$ cat config.mk
export PLATFORM = sky130hd
export DESIGN_NAME = uart_rx_arb
export DESIGN_NICKNAME = d
export VERILOG_FILES = /design/src/rtl/uart_rx_pkg.sv /design/src/rtl/uart_rx_arb_tmo.sv /design/src/rtl/uart_rx_arb.sv
export SDC_FILE = /design/constraint.sdc
export NUM_CORES = 1
export LEC_CHECK = 0
export ABC_AREA = 1
export CORE_MARGIN = 2
export CORE_UTILIZATION = 50
export DETAILED_ROUTE_END_ITERATION = 7
export GPL_TIMING_DRIVEN = 1
export PLACE_DENSITY = 0.79
export SETUP_SLACK_MARGIN = 0.02
export SYNTH_ARGS = -nofsm -noshare
export SYNTH_HDL_FRONTEND = slang
export SYNTH_SLANG_ARGS = --single-unit
$ cat constraint.sdc
create_clock -name clk -period 1.9 [get_ports clk]
set_clock_uncertainty 0.15 [all_clocks]
set_input_delay 0.57 -clock clk [delete_from_list [all_inputs] [get_ports clk]]
set_output_delay 0.57 -clock clk [all_outputs]
set_load 0.01 [all_outputs]
$ cat src/rtl/uart_rx_pkg.sv
// Shared types and constants for the UART receive-FIFO read controller.
// FSM encoding, FIFO word layout and trigger-level decode.
package uart_rx_pkg;

    localparam int FIFO_DEPTH = 16;
    localparam int CNT_W      = 5;
    localparam int DATA_W     = 11;
    localparam int TMO_W      = 16;

    // FIFO word layout: data byte on top, status flags below
    localparam int BYTE_HI  = 10;
    localparam int BYTE_LO  = 3;
    localparam int FLAG_BRK = 2;
    localparam int FLAG_FRM = 1;
    localparam int FLAG_PAR = 0;

    localparam logic [CNT_W-1:0] TRIG_L0 = 5'd1;
    localparam logic [CNT_W-1:0] TRIG_L1 = 5'd4;
    localparam logic [CNT_W-1:0] TRIG_L2 = 5'd8;
    localparam logic [CNT_W-1:0] TRIG_L3 = 5'd14;

    typedef enum logic [1:0] {
        IDLE = 2'd0,
        POP  = 2'd1,
        ACK  = 2'd2
    } state_t;

    function automatic logic [CNT_W-1:0] trig_level(input logic [1:0] sel);
        logic [CNT_W-1:0] lvl;
        unique case (sel)
            2'b00:   lvl = TRIG_L0;
            2'b01:   lvl = TRIG_L1;
            2'b10:   lvl = TRIG_L2;
            default: lvl = TRIG_L3;
        endcase
        return lvl;
    endfunction

endpackage

$ cat src/rtl/uart_rx_arb_tmo.sv
// Character-timeout timer for the receive FIFO.
// Counts idle cycles while data waits; flags when the limit is reached.
module uart_rx_tmo
    import uart_rx_pkg::*;
(
    input  logic             clk,
    input  logic             rst,
    input  logic             push,
    input  logic             pop,
    input  logic             count_nz,
    input  logic [TMO_W-1:0] cfg_timeout,
    output logic             tmo_flag
);

    logic [TMO_W-1:0] timer;
    logic             clr;

    assign clr = push | pop | ~count_nz;

    // Idle counter, saturating at the (possibly just lowered) limit
    always_ff @(posedge clk or posedge rst) begin
        if (rst) begin
            timer <= '0;
        end else if (clr) begin
            timer <= '0;
        end else if (timer >= cfg_timeout) begin
            timer <= cfg_timeout;
        end else begin
            timer <= timer + 1'b1;
        end
    end

    // Sticky timeout flag until FIFO activity or the FIFO drains
    always_ff @(posedge clk or posedge rst) begin
        if (rst) begin
            tmo_flag <= 1'b0;
        end else if (clr) begin
            tmo_flag <= 1'b0;
        end else if (cfg_timeout != '0 && timer == cfg_timeout) begin
            tmo_flag <= 1'b1;
        end
    end

endmodule

$ cat src/rtl/uart_rx_arb.sv
// Round-robin read controller sharing one RX FIFO pop port between two cores.
// Optional macro UART_RX_ARB_DUAL_IRQ_EN splits irq into irq0/irq1 via cfg_owner.
module uart_rx_arb
    import uart_rx_pkg::*;
(
    input  logic              clk,
    input  logic              rst,
    input  logic [CNT_W-1:0]  fifo_count,
    input  logic [DATA_W-1:0] fifo_data,
    input  logic              fifo_push,
    output logic              fifo_pop,
    input  logic [1:0]        req,
    output logic [1:0]        ack,
    output logic [DATA_W-1:0] rd_data,
    output logic              rd_empty,
    input  logic [1:0]        cfg_trig,
    input  logic [TMO_W-1:0]  cfg_timeout,
`ifdef UART_RX_ARB_DUAL_IRQ_EN
    input  logic              cfg_owner,
    output logic              irq0,
    output logic              irq1,
`else
    output logic              irq,
`endif
    output logic              tmo_flag
);

    state_t state;
    logic   gnt;
    logic   rr_last;
    logic   win;
    logic   count_nz;
    logic   trig_hit;
    logic   irq_cond;

    assign count_nz = |fifo_count;
    assign trig_hit = fifo_count >= trig_level(cfg_trig);
    assign irq_cond = trig_hit | tmo_flag;

    // Single requester wins outright; on contention the other core goes
    assign win = (&req) ? ~rr_last : req[1];

    // Arbitration / pop sequencing; the pop decision is taken on entry
    // to POP so the strobe is registered and can never hit an empty FIFO
    always_ff @(posedge clk or posedge rst) begin
        if (rst) begin
            state    <= IDLE;
            gnt      <= 1'b0;
            rr_last  <= 1'b1;
            fifo_pop <= 1'b0;
            ack      <= 2'b00;
            rd_data  <= '0;
            rd_empty <= 1'b0;
        end else begin
            fifo_pop <= 1'b0;
            ack      <= 2'b00;
            unique case (state)
                IDLE: begin
                    if (|req) begin
                        gnt      <= win;
                        rr_last  <= win;
                        fifo_pop <= count_nz;
                        state    <= POP;
                    end
                end
                POP: begin
                    if (fifo_pop) begin
                        rd_data  <= fifo_data;
                        rd_empty <= 1'b0;
                    end else begin
                        rd_empty <= 1'b1;
                    end
                    ack   <= gnt ? 2'b10 : 2'b01;
                    state <= ACK;
                end
                ACK: begin
                    state <= IDLE;
                end
                default: begin
                    state <= IDLE;
                end
            endcase
        end
    end

    uart_rx_tmo u_tmo (
        .clk         (clk),
        .rst         (rst),
        .push        (fifo_push),
        .pop         (fifo_pop),
        .count_nz    (count_nz),
        .cfg_timeout (cfg_timeout),
        .tmo_flag    (tmo_flag)
    );

`ifdef UART_RX_ARB_DUAL_IRQ_EN
    // Interrupt routed to the owning core only
    always_ff @(posedge clk or posedge rst) begin
        if (rst) begin
            irq0 <= 1'b0;
            irq1 <= 1'b0;
        end else begin
            irq0 <= irq_cond & ~cfg_owner;
            irq1 <= irq_cond & cfg_owner;
        end
    end
`else
    // Registered receive interrupt
    always_ff @(posedge clk or posedge rst) begin
        if (rst) begin
            irq <= 1'b0;
        end else begin
            irq <= irq_cond;
        end
    end
`endif

endmodule

==> results of run 1 <==
## registers in the layout (all words and copies together), names as in the netlist, 2 cells and up
| signal | flops |
|---|---|
| rd_data | 11 |
| ack | 2 |
| u_tmo.timer | 16 |
| state | 2 |
## synth_stat cells
library cell               count  share of area [%]
sky130_fd_sc_hd__a21boi_0      1               0.30
sky130_fd_sc_hd__a21boi_2      1               0.45
sky130_fd_sc_hd__a21o_1        2               0.60
sky130_fd_sc_hd__a21oi_1      14                2.8
sky130_fd_sc_hd__buf_2         2               0.40
sky130_fd_sc_hd__buf_6         4                1.8
sky130_fd_sc_hd__clkinv_1      1               0.15
sky130_fd_sc_hd__dfrtp_1      36                 36
sky130_fd_sc_hd__dfstp_2       1                1.1
sky130_fd_sc_hd__ha_1         21                 11
sky130_fd_sc_hd__inv_1        40                6.0
sky130_fd_sc_hd__nand2_1      98                 15
sky130_fd_sc_hd__nand2_2       4                1.0
sky130_fd_sc_hd__nand2_4       1               0.45
sky130_fd_sc_hd__nand3_1      19                3.8
sky130_fd_sc_hd__nand3_2       2               0.81
sky130_fd_sc_hd__nand3b_1      6                1.8
sky130_fd_sc_hd__nand4_1       5                1.3
sky130_fd_sc_hd__nor2_1       44                6.6
sky130_fd_sc_hd__nor2_2        4                1.0
sky130_fd_sc_hd__nor2_4        3                1.4
sky130_fd_sc_hd__nor3_1        4               0.81
sky130_fd_sc_hd__nor4_1        4                1.0
sky130_fd_sc_hd__o21ai_0       4               0.81
sky130_fd_sc_hd__xnor2_1       6                2.1
sky130_fd_sc_hd__xor2_1        5                1.8
## routing by layer
layer,up-vias,GRT usage (%),share of wire (%)
met5,-,0,0
met4,0,13.1,4.9
met3,49,5.15,6.8
met2,147,51.2,50
met1,1292,34.7,38
li1,1288,-,-
## power by group through the flow
| stage | sequential, uW | clock (uW) | combinational, uW |
|---|---|---|---|
| 2_1_floorplan | 1180 | 0 | 378 |
| 3_3_place_gp | 1110 | 0 | 1010 |
| 3_5_place_dp | 1110 | 0 | 1040 |
| 4_1_cts | 1100 | 716 | 973 |
| 5_1_grt | 1130 | 742 | 1120 |
| 6_report | 1110 | 714 | 1010 |
## worst reg2reg max path: stages, from the launching register on
cell and delay (ps):
sky130_fd_sc_hd__dfrtp_1 420, sky130_fd_sc_hd__ha_4 240, sky130_fd_sc_hd__a21o_1 190, sky130_fd_sc_hd__nor2_2 140
sky130_fd_sc_hd__nand2_2 90, sky130_fd_sc_hd__nor2_4 250, sky130_fd_sc_hd__buf_4 180, sky130_fd_sc_hd__nand2_4 70
sky130_fd_sc_hd__nand2_1 70, sky130_fd_sc_hd__nand2_1 50, sky130_fd_sc_hd__nor2_1 90
## per-stage QoR
step,instance area [sq um],std cells
2_1_floorplan,2590,332
3_3_place_gp,3490,490
3_5_place_dp,3490,490
4_1_cts,3920,512
5_1_grt,4050,516
6_report,4050,516
## worst paths after layout
path,start,to,cells past startpoint
hold / removal,gnt$_DFFE_PP0P_,ack[0]$_DFF_PP0_,1
min in group asynchronous,rst,u_tmo.timer[3]$_DFF_PP0_,3
hold reg to reg,gnt$_DFFE_PP0P_,ack[0]$_DFF_PP0_,1
max in group asynchronous,rst,rr_last$_DFFE_PP1P_,3
setup / recovery,cfg_timeout[9],u_tmo.timer[15]$_DFF_PP0_,13
setup reg to reg,u_tmo.timer[15]$_DFF_PP0_,u_tmo.timer[15]$_DFF_PP0_,10
## cells by family after synthesis
family | share of synthesized area, %
compound gates | 4.99
xor+xnor | 3.88
fa+ha+maj | 10.6
buf+inv | 8.41
flops | 37.3
simple gates | 34.8
## repair_timing
action	CTS	global route
cloned	3	1
pin swaps	32	18
setup endpoints to repair	33	19
setup buffers	11	3
resized for setup	121	34
## final cells by class
type | count | area share, %
clock buffers | 5 | 1.70
clock inverters | 3 | 1.14
inverters | 41 | 3.80
multi-input cells | 249 | 42.9
flip-flops and latches | 37 | 22.9
well taps | 67 | 2.07
repair buffers | 114 | 25.5
==> metrics.md, run 1 <==
| Metric | Value |
|---|---|
| Run status | `complete, but fails checks` |
| Violated checks | `setup timing` |
| Sum of net half-perimeters after detailed placement | `a little over 5000 um` |
| Starting DRC count in detailed routing | `206` |
| Residual DRC count | `0` |
| Number of max-slew violations in the final report | `0` |
| Inserted Diodes | `0` |
| Final ANT Viol Nets | `0` |
| Reg-to-reg setup timing slack | `-130 ps` |
| Die X | `74.5 um` |
| Post-synthesis average cell area | `7.48 sq um` |
| Distinct cell type count after synthesis | `26` |
| # port buffers | `55` |
| RSZ-0062 raised after global routing | `yes` |
| Path type of the worst setup path | `primary input to flip-flop` |
| Clock Path Buffers | `2` |
| Combinational cell fraction of total power | `35.7%` |
| Clock power frac | `between 20% and 30%` |
| Path category of the worst min-delay check | `flip-flop to flip-flop` |
| Post-layout min period | `2050 ps` |
| Largest net degree at the start of global routing | `38` |
| Critical Path End Type | `flip-flop` |
| Crit-path max FO | `6` |
| Number of ports placed on the die boundary | `56` |
| Power Dens Cells | `700 nW/um^2` |
| Max H-tree Level | `2` |
| Cell-by-cell trace of the critical path | `clkdlybuf4s15_2 > inv_2 > ha_4 > nand2_2 > nand2_2 > nand3_2 > a21boi_4 > nor2_4 > buf_4 > nand2_4 > nand2_1 > nand2_1 > nor2_1` |
| Detailed-route wire length | `8150 um` |
| Dominant delay contributor by cell family on the critical path | `simple AND/OR/NAND/NOR gates` |
| Number of setup violations in the final report | `16` |
| Avg WL per Cell | `15.8 um` |
| Reported leakage power | `a little over 0.002 uW` |
| Setup TNS after final layout | `-1530 ps` |
| Int Pwr | `1860 uW` |
| DIE HEIGHT | `74.5 um` |
| Final RePlAce weighted congestion | `approximately 0.95` |
| Clock transition at path regs | `80 ps` |
| Highest Clock Rate | `~490 MHz` |
| Wire length of the first global-routing pass | `approximately 12,000 um` |
| Number of antenna violations at the first check in global routing | `0` |
| Share of the yosys chip area belonging to registers | `a little under two fifths` |
| Max transition margin | `72.6%` |
| Max stage delay on crit path | `290 ps` |
| Area growth from synthesis to layout | `62.9%` |
| Switching part of the total power | `34.3%` |
| Share of the core filled with cells in the final layout | `85.1%` |
| Clk root buf | `sky130_fd_sc_hd__clkbuf_8` |
| VDD IR-drop max | `between 0.7 and 0.8 mV` |
| Count of filler cells inserted in the layout | `283` |
| Synth warnings | `0` |
| Layout Nets | `508` |
| Core ar. | `4750 sq um` |
| Cts bufs inserted | `5` |
| Number of core rows | `25` |
| Most common cell after layout, fill and taps aside | `sky130_fd_sc_hd__nand2_1` |
| Number of nets in the synthesized netlist | `just under 400` |
| Worst hold slack | `292 ps` |
| Vias per cell | `5.38` |
| Post-route total power | `between 2000 and 3000 uW` |
| Critical path data arrival time | `2090 ps` |
| Area occupied by multi-input gates | `1730 sq um` |
| Flop pwr share | `39.0%` |
| Starting density of the core | `52.2%` |
| Switching power of the nets | `between 900 and 1000 uW` |
| Type of element launching the critical path | `primary input` |
| Number of buffers and inverters on the critical path | `3` |
| Syn Inst Count | `between 300 and 400` |
| Area taken by flip-flops and latches | `927 sq um` |
| Detailed-route via count | `2,776` |
| Crit path setup slack, layout | `-148 ps` |
| Part of the cycle the worst path needs | `108%` |
| Summed instance area of the synthesized netlist | `~2500 sq um` |
| Num Clock Sinks | `37` |
| Final hold violations | `0` |
| Slowest cell on the critical path | `sky130_fd_sc_hd__ha_4` |
| Area enclosed by the die boundary | `5550 sq um` |
| Vias in the first global route | `2,670` |
| Total grt overflow | `0` |
| Max capacitance violation total | `0` |
| Insertion delay of the later-clocked pin in the worst-skew pair | `300 ps` |
| Placement-stage worst setup slack | `-692 ps` |
| Seq cells post-synth | `37` |
| Layout cells sized above 1 | `about 37%` |
| Critical Path RT | `roughly 1900 ps` |
| Number of search-and-repair iterations in the first detailed-routing pass | `5` |
| Slew at the pin with the worst max-slew slack | `407 ps` |
| Post-CTS Hold Buffers | `0` |
| Total GRT Usage | `~29%` |
| TritonCTS clock tree | `yes` |
| Leading cell types in the layout, fill and taps excluded | `sky130_fd_sc_hd__nand2_1 (86), sky130_fd_sc_hd__buf_4 (48), sky130_fd_sc_hd__nor2_1 (36), sky130_fd_sc_hd__dfrtp_1 (36), sky130_fd_sc_hd__inv_1 (24)` |
Note: power is estimated with default switching activity, not from simulation.
==> run 2: changes to the inputs <==
Settings changed: SETUP_SLACK_MARGIN 0.02 to not set.
==> run 2 against run 1 <==
  * The run still ends with setup timing left
  * Combinational power about the same
  * Highest routed layer unchanged
  * Sequential cell count unchanged
  * Power down 1.4%
  * Critical endpoint is now u_tmo.timer[1]$_DFF_PP0_
  * Critical path depth down 2
  * Sequential power about the same
  * Die area unchanged
  * Hold slack worse by 13 ps
  * Largest power group unchanged
  * Register-to-register slack worse by 20 ps
  * Cell area down 4.6%
==> metrics.md, run 2 (same netlist as run 1, synthesis figures left out) <==
| Metric | Value |
|---|---|
| Final RePlAce weighted congestion | `0.914` |
| Placed cell count | `488` |
| Clock Path Buffers | `2` |
| Critical path data arrival time | `2080 ps` |
| Max stage delay on crit path | `380 ps` |
| Cts bufs inserted | `5` |
| Met3 Use GR | `5.69%` |
| # port buffers | `55` |
| Number of core rows | `25` |
| Sum of net half-perimeters after detailed placement | `4970 um` |
| Number of buffers and inverters on the critical path | `2` |
| Power Dens Cells | `723 nW/um^2` |
| Insertion delay of the later-clocked pin in the worst-skew pair | `300 ps` |
| Cell-by-cell trace of the critical path | `inv_1 > ha_1 > nand2_1 > nor2_2 > nand4_1 > nand2_2 > nor2_4 > buf_6 > nand3b_1 > nand2_1 > nor2_1` |
| Most frequent cell on the critical path | `sky130_fd_sc_hd__nand2_1` |
| Reported leakage power | `slightly below 0.002 uW` |
| Type of element launching the critical path | `flip-flop` |
| Total grt overflow | `0` |
| Max capacitance violation total | `0` |
| Critical Path RT | `1930 ps` |
| Number of ports placed on the die boundary | `56` |
| Post-CTS Hold Buffers | `0` |
| Post-layout min period | `2050 ps` |
| Vias in the first global route | `2,466` |
| Final hold violations | `0` |
| Clk root buf | `sky130_fd_sc_hd__clkbuf_8` |
| Path category of the worst min-delay check | `flip-flop to flip-flop` |
| Clock transition at path regs | `80 ps` |
| TritonCTS clock tree | `yes` |
| Starting DRC count in detailed routing | `235` |
| Avg WL per Cell | `between 10 and 15 um` |
| Number of antenna violations at the first check in global routing | `0` |
| Final ANT Viol Nets | `0` |
| Highest Clock Rate | `489 MHz` |
| Layout cells sized above 1 | `33.6%` |
| Num Clock Sinks | `37` |
| Max H-tree Level | `2` |
| Core ar. | `4750 sq um` |
| Run status | `complete, but fails checks` |
| Top register by number of flip-flops | `u_tmo.timer` |
| DIE HEIGHT | `74.5 um` |
| Setup TNS after final layout | `-1380 ps` |
| VDD IR-drop max | `0.825 mV` |
| Residual DRC count | `0` |
| Largest net degree at the start of global routing | `38` |
| Slew at the pin with the worst max-slew slack | `about 420 ps` |
| Leading cell types in the layout, fill and taps excluded | `sky130_fd_sc_hd__nand2_1 (90), sky130_fd_sc_hd__buf_4 (45), sky130_fd_sc_hd__nor2_1 (37), sky130_fd_sc_hd__dfrtp_1 (36), sky130_fd_sc_hd__inv_1 (26)` |
| Met2 track demand over resource | `46.1%` |
| Starting density of the core | `52.2%` |
| Crit path setup slack, layout | `-146 ps` |
| Number of search-and-repair iterations in the first detailed-routing pass | `4` |
| Crit-path max FO | `6` |
| Area enclosed by the die boundary | `~5500 sq um` |
| Inserted Diodes | `0` |
| Largest regs | `u_tmo.timer (16), rd_data (11)` |
| Detailed-route wire length | `7400 um` |
| Slowest cell on the critical path | `sky130_fd_sc_hd__dfrtp_1` |
| Area growth from synthesis to layout | `55.4%` |
| Top Usage Layer GRT | `met2` |
| Violated checks | `setup timing` |
| RSZ-0062 raised after global routing | `yes` |
| Detailed-route via count | `2,581` |
| Wire length of the first global-routing pass | `11,200 um` |
| Vias per cell | `5.08` |
| Total GRT Usage | `27.0%` |
| Max transition margin | `71.6%` |
| Number of setup violations in the final report | `16` |
| Dominant delay contributor by cell family on the critical path | `simple AND/OR/NAND/NOR gates` |
| Share of the core filled with cells in the final layout | `81.2%` |
| Number of max-slew violations in the final report | `0` |
| Path type of the worst setup path | `flip-flop to flip-flop` |
| Die X | `74.5 um` |
| Number of flip-flops under the largest register name | `16` |
| Most common cell after layout, fill and taps aside | `sky130_fd_sc_hd__nand2_1` |
| Layout Nets | `500` |
| Critical Path End Type | `flip-flop` |
| Met1 capacity usage during global routing | `33.6%` |
| Final standard cell count with taps included and fillers excluded | `508` |
| Part of the cycle the worst path needs | `108%` |
## run 2: stage by stage
stage | hold slack (ps) | area [sq um] | total power, uW | setup slack, ps
global route | 296 | 3860 | 2970 | -235
detailed placement | 268 | 3450 | 2130 | -698
global placement | 272 | 3450 | 2100 | -670
floorplan | 253 | 2560 | 1560 | 0.568
finish | 279 | 3860 | 2790 | -146
CTS | 281 | 3770 | 2750 | -26.2
## run 2: worst reg2reg max path: cells and delay by family (launching register included)
family	cells	cell delay, ps
adder cells (fa/ha/maj)	1	280
flip-flops	1	380
AND/OR/NAND/NOR	8	890
buffers and inverters	2	250
## run 2: where the power goes
part / switching, uW / leakage, uW / total (uW) / internal [uW]
Combinational: 527 / 0.00142 / 989 / 462
Sequential: 111 / 0.000480 / 1110 / 998
Clock: 300 / 0.0000585 / 693 / 393
Total: 938 / 0.00196 / 2790 / 1850
## run 2: path summary, 6_finish.rpt
check                                         start                  endpoint  slack [ps]  depth (start not counted)
max                        u_tmo.timer[0]$_DFF_PP0_  u_tmo.timer[1]$_DFF_PP0_        -150                         11
min                                 gnt$_DFFE_PP0P_          ack[0]$_DFF_PP0_         280                          1
max reg2reg                u_tmo.timer[0]$_DFF_PP0_  u_tmo.timer[1]$_DFF_PP0_        -150                         11
min reg2reg                         gnt$_DFFE_PP0P_          ack[0]$_DFF_PP0_         280                          1
max in group asynchronous                       rst       rr_last$_DFFE_PP1P_         880                          3
min in group asynchronous                       rst    rd_data[5]$_DFFE_PP0P_         460                          3
## run 2: cell type report
class	instances	area, sq um
multi-input cells	248	1680
clock inverters	3	43.8
fillers	310	896
well taps	67	83.8
inverters	41	158
clock buffers	5	68.8
flip-flops and latches	37	927
repair buffers	107	900
## run 2: timing repair
| item | in CTS | in global routing |
|---|---|---|
| gates resized for setup | 104 | 35 |
| cloned | 2 | 0 |
| endpoints found under the setup margin | 31 | 19 |
| setup buffers | 3 | 7 |
| pin swaps | 32 | 27 |
## run 2: metal layers
layer  vias up  part of all wire (%)  wire [um]
met5         -                     0          0
met4         0                   3.1        229
met3        26                   6.8        500
met2       103                    50       3680
met1      1180                    40       2990
li1       1272                     -          -
